===== config.mk =====
export PLATFORM = sky130hd
export DESIGN_NAME = operand_seq6
export DESIGN_NICKNAME = d
export VERILOG_FILES = /design/src/rtl/operand_seq6.sv
export SDC_FILE = /design/constraint.sdc
export NUM_CORES = 1
export LEC_CHECK = 0
export BUFFER_PORTS_ARGS = -buffer_cell sky130_fd_sc_hd__buf_2
export CORE_MARGIN = 2
export CORE_UTILIZATION = 44
export DETAILED_ROUTE_END_ITERATION = 6
export MAX_ROUTING_LAYER = met4
export PLACE_DENSITY_LB_ADDON = 0.05
export REMOVE_ABC_BUFFERS = 1
export SETUP_SLACK_MARGIN = 0.3
export SYNTH_ARGS = -nofsm -noshare
export SYNTH_HDL_FRONTEND = slang
export SYNTH_SLANG_ARGS = --single-unit

===== constraint.sdc =====
create_clock -name clk -period 1.5 [get_ports clk]
set_input_delay 0.075 -clock clk [delete_from_list [all_inputs] [get_ports clk]]
set_output_delay 0.075 -clock clk [all_outputs]
set_load 0.02 [all_outputs]

===== src/rtl/operand_seq6.sv =====
// operand_seq6 - operand sequencer and result holder for the 6-bit compare unit.
//
// Takes operand A and then operand B over one valid/ready input bus, and
// presents them as stable a0/b0 to the combinational compare unit. One cycle
// later it registers the unit's result and holds it on a valid/ready output
// port until the result is consumed. ops_done counts completed output
// handshakes and wraps modulo 256.
//
// Ports:
//   clk, rst_n          clock, asynchronous active-low reset
//   clear               synchronous abort back to LOAD_A (keeps ops_done)
//   in_valid/in_ready   operand handshake; in_data carries A, then B
//   a0, b0              registered operands driven to the compare unit
//   res_in              compare-unit result (combinational in a0/b0)
//   out_valid/out_ready result handshake; out_data is the registered result
//   ops_done            wrapping count of completed result handshakes
module operand_seq6 #(
  parameter int unsigned WIDTH = 6
) (
  input  logic             clk,
  input  logic             rst_n,
  input  logic             clear,
  input  logic             in_valid,
  output logic             in_ready,
  input  logic [WIDTH-1:0] in_data,
  output logic [WIDTH-1:0] a0,
  output logic [WIDTH-1:0] b0,
  input  logic [WIDTH-1:0] res_in,
  output logic             out_valid,
  input  logic             out_ready,
  output logic [WIDTH-1:0] out_data,
  output logic [7:0]       ops_done
);

  typedef enum logic [1:0] {
    LOAD_A,
    LOAD_B,
    EVAL,
    HOLD
  } state_t;

  state_t state, state_nxt;
  logic   in_fire;
  logic   out_fire;

  always_ff @(posedge clk or negedge rst_n) begin
    if (!rst_n) begin
      state <= LOAD_A;
    end else begin
      state <= state_nxt;
    end
  end

  // in_ready comes from the state alone so the upstream source never sees a
  // combinational path from its own in_valid.
  always_comb begin
    state_nxt = state;
    in_ready  = (state == LOAD_A) || (state == LOAD_B);
    in_fire   = in_valid && in_ready;
    out_fire  = out_valid && out_ready && (state == HOLD);
    if (clear) begin
      state_nxt = LOAD_A;
    end else begin
      case (state)
        LOAD_A:  if (in_fire)  state_nxt = LOAD_B;
        LOAD_B:  if (in_fire)  state_nxt = EVAL;
        EVAL:                  state_nxt = HOLD;
        HOLD:    if (out_fire) state_nxt = LOAD_A;
        default:               state_nxt = LOAD_A;
      endcase
    end
  end

  always_ff @(posedge clk or negedge rst_n) begin
    if (!rst_n) begin
      a0        <= '0;
      b0        <= '0;
      out_data  <= '0;
      out_valid <= 1'b0;
      ops_done  <= '0;
    end else if (clear) begin
      // clear wins over any handshake in the same cycle, so a coinciding
      // result handshake is not counted.
      a0        <= '0;
      b0        <= '0;
      out_data  <= '0;
      out_valid <= 1'b0;
    end else begin
      case (state)
        LOAD_A: if (in_fire) a0 <= in_data;
        LOAD_B: if (in_fire) b0 <= in_data;
        EVAL: begin
          out_data  <= res_in;
          out_valid <= 1'b1;
        end
        HOLD: if (out_fire) begin
          out_valid <= 1'b0;
          ops_done  <= ops_done + 8'd1;
        end
        default: ;
      endcase
    end
  end

endmodule


==> metrics.yaml <==
drive_gt1_frac: 0.442
track_usage: 0.226
drc: 0
fmax_ghz: 0.695
seq_area_frac_synth: 0.539
cts_buffer_depth: 2
cts_root_buf: "clkbuf_4"
slew_headroom: 0.572
crit_path_start_kind: "register"
clock_latency_ns: 0.33
synth.distinct_cells: 24
io_pins: 45
power.leakage_nw: 1.06
placed_area_sq_mm: 0.00160
totalWireLength_mm: 3.53
fillCellCount: 235
crit_fanout: 8
syn_area_sq_mm: 0.00135
finalSetupViolations: 0
grt_first_pass_wirelength_mm: 5.66
min_period_ns: 1.44
end_kind: "register"
hold_path_depth: 3
dieArea_sq_mm: 0.00352
ys_warn_count: 0
most-common-layout-cells: "buf_2, dfrtp_1, nand2_1"
diodes: 0
num_vias: 1217
r2r-start: "state[1]"
required_ns: 1.72
fp.dieW_um: 59.3
grt_max_degree: 30
slowest_stage: "dfrtp_1"
path_class: "reg2reg"
fin_util: 0.695
via_per_inst: 5.25
path_cells: "inv_2, ha_4, buf_6, o21bai_4, o21ai_2, o31ai_1"
power_mw: 3.36
post_drt_wl_per_cell_um: 15.2
cts_tree: "done"
fin_crit_sh: 0.959
cpPeakStageDelay_ns: 0.38
maxCapViolCount: 0
yosys_register_bits: 29
final_common_cell: "buf_2"
hold_path_class: "in2reg"
hpwl_mm: 2.10
reg2reg_slack_ns: 0.06
min_from: "res_in[2]"
ff2ff_path_depth: 6
place_ws_ns: 0.0235
dpl.cell_count: 202
outcome: "finished, final reports clean"
die_h_um: 59.3
drt-pass1-iter-count: 4
pwr_density_cell_mw_per_mm2: 1620
holdPathEnd: "out_data[2]"
worstPathArrival_ns: 1.66
setup_ws_ns: 0.0609
worst_pin_slew_ns: 0.641
core_area_sq_mm: 0.00298
antenna_found_initial: 0
clock-sinks: 29
finalHoldViolations: 0
area_growth_syn_to_layout_pct: 53.6
nets: 220
row_count: 20
syn_avg_cell_area_sq_um: 10.4
final_cells: 232
htree_levels: 2
grt_pass1_vias: 1190
fin_worst_skew_ns: 0.00857
postLayoutCellArea_sq_mm: 0.00207
async_flop_share: 1.00
initial_utilization: 0.452
syn-instance-count: 129
r2r_end: "state[0]"
finalMaxSlewViolations: 0
clkSlewWorstSetupHoldPaths_ns: 0.10
rsz0062_at_grt: "yes"
synth_flop_cell: "dfrtp_1"
numPortBuffers: 44
irDropWorstVdd_mv: 1.01
routabilityCongestion: 0.780
cts-buffers-inserted: 5
overflow: 0
synth_edf_count: 0
drtIter0Drc: 27
ant_nets: 0
[logic make-up (layout without fill, tap and decap cells)]
group           after synthesis  count (layout)  synth area share
mux                           6               6            0.0446
compound gates               20              20            0.0874
flops                        29              29             0.539
simple gates                 54              54             0.214
fa+ha+maj                     5               5            0.0465
xor+xnor                      7               7            0.0455
buf+inv                       8              78            0.0232
[worst max-delay path by stage]
stage / startpoint / end / slack, ns / depth (start not counted)
6_report: state[1] / state[0] / 0.06 / 6
5_1_grt: state[1] / state[0] / -0.01 / 6
4_1_cts: state[0] / in_ready / 0.06 / 4
3_5_place_dp: state[0] / state[0] / 0.02 / 5
3_3_place_gp: state[0] / ops_done[5] / 0.14 / 4
2_1_floorplan: state[0] / state[0] / 0.18 / 5
[metrics by stage]
| step | setup TNS (ns) | hold WS [ns] |
|---|---|---|
| 2_1_floorplan | 0 | -0.221 |
| 3_3_place_gp | 0 | 0.135 |
| 3_5_place_dp | 0 | 0.133 |
| 4_1_cts | 0 | 0.00473 |
| 5_1_grt | -0.0119 | 0.0274 |
| 6_report | 0 | 0.0385 |
[Yosys cell counts (all sizes together) (3+ instances only)]
master  count  area (sq um)
ha          5          62.6
nand2      21          78.8
nor2        6          22.5
clkbuf      5          18.8
dfrtp      29           726
a21oi      13          65.1
xnor2       4          35.0
nand2b      5          31.3
mux2i       6          60.1
nand3      13          65.1
xor2        3          26.3
[report_power, final]
group / internal (mW) / switching [mW]
logic: 0.726 / 0.800
clock network: 0.516 / 0.282
registers: 0.915 / 0.116
total: 2.16 / 1.20
[state kept, by name, indices dropped and copies added, names as in the netlist]
register	count
out_data	6
b0	6
state	2
out_valid	1
a0	6
ops_done	8
[worst max-delay path, delay by kind of cell, from the launching register on]
kind | cells | cell delay, ns
fa+ha+maj | 1 | 0.17
flops | 1 | 0.38
buf+inv | 2 | 0.21
compound gates | 3 | 0.56
[cell type report]
class	instances	area (sq um)	area share
clock inverter	3	65.1	0.0315
sequential	29	727	0.351
inverter	2	7.51	0.00363
clock buffer	5	37.5	0.0181
tap	33	41.3	0.0200
multi-input combinational	92	718	0.347
timing repair buffer	68	472	0.228
[timing repair]
action / in CTS / in global routing
setup endpoints to repair: 29 / 30
resized for setup: 25 / 17
hold buffers: 11 / 0
endpoints found under the hold margin: 41 / 0
setup buffers: 7 / 4
pin swaps: 8 / 14
[routing by layer]
layer | up-vias | GRT usage | part of all wire
met2 | 29 | 0.356 | 0.54
li1 | 579 | - | -
met4 | 0 | 0.101 | 0.012
met5 | - | - | 0
met3 | 6 | 0.0459 | 0.034
met1 | 603 | 0.281 | 0.42
Power figures use the tool's default switching activity.
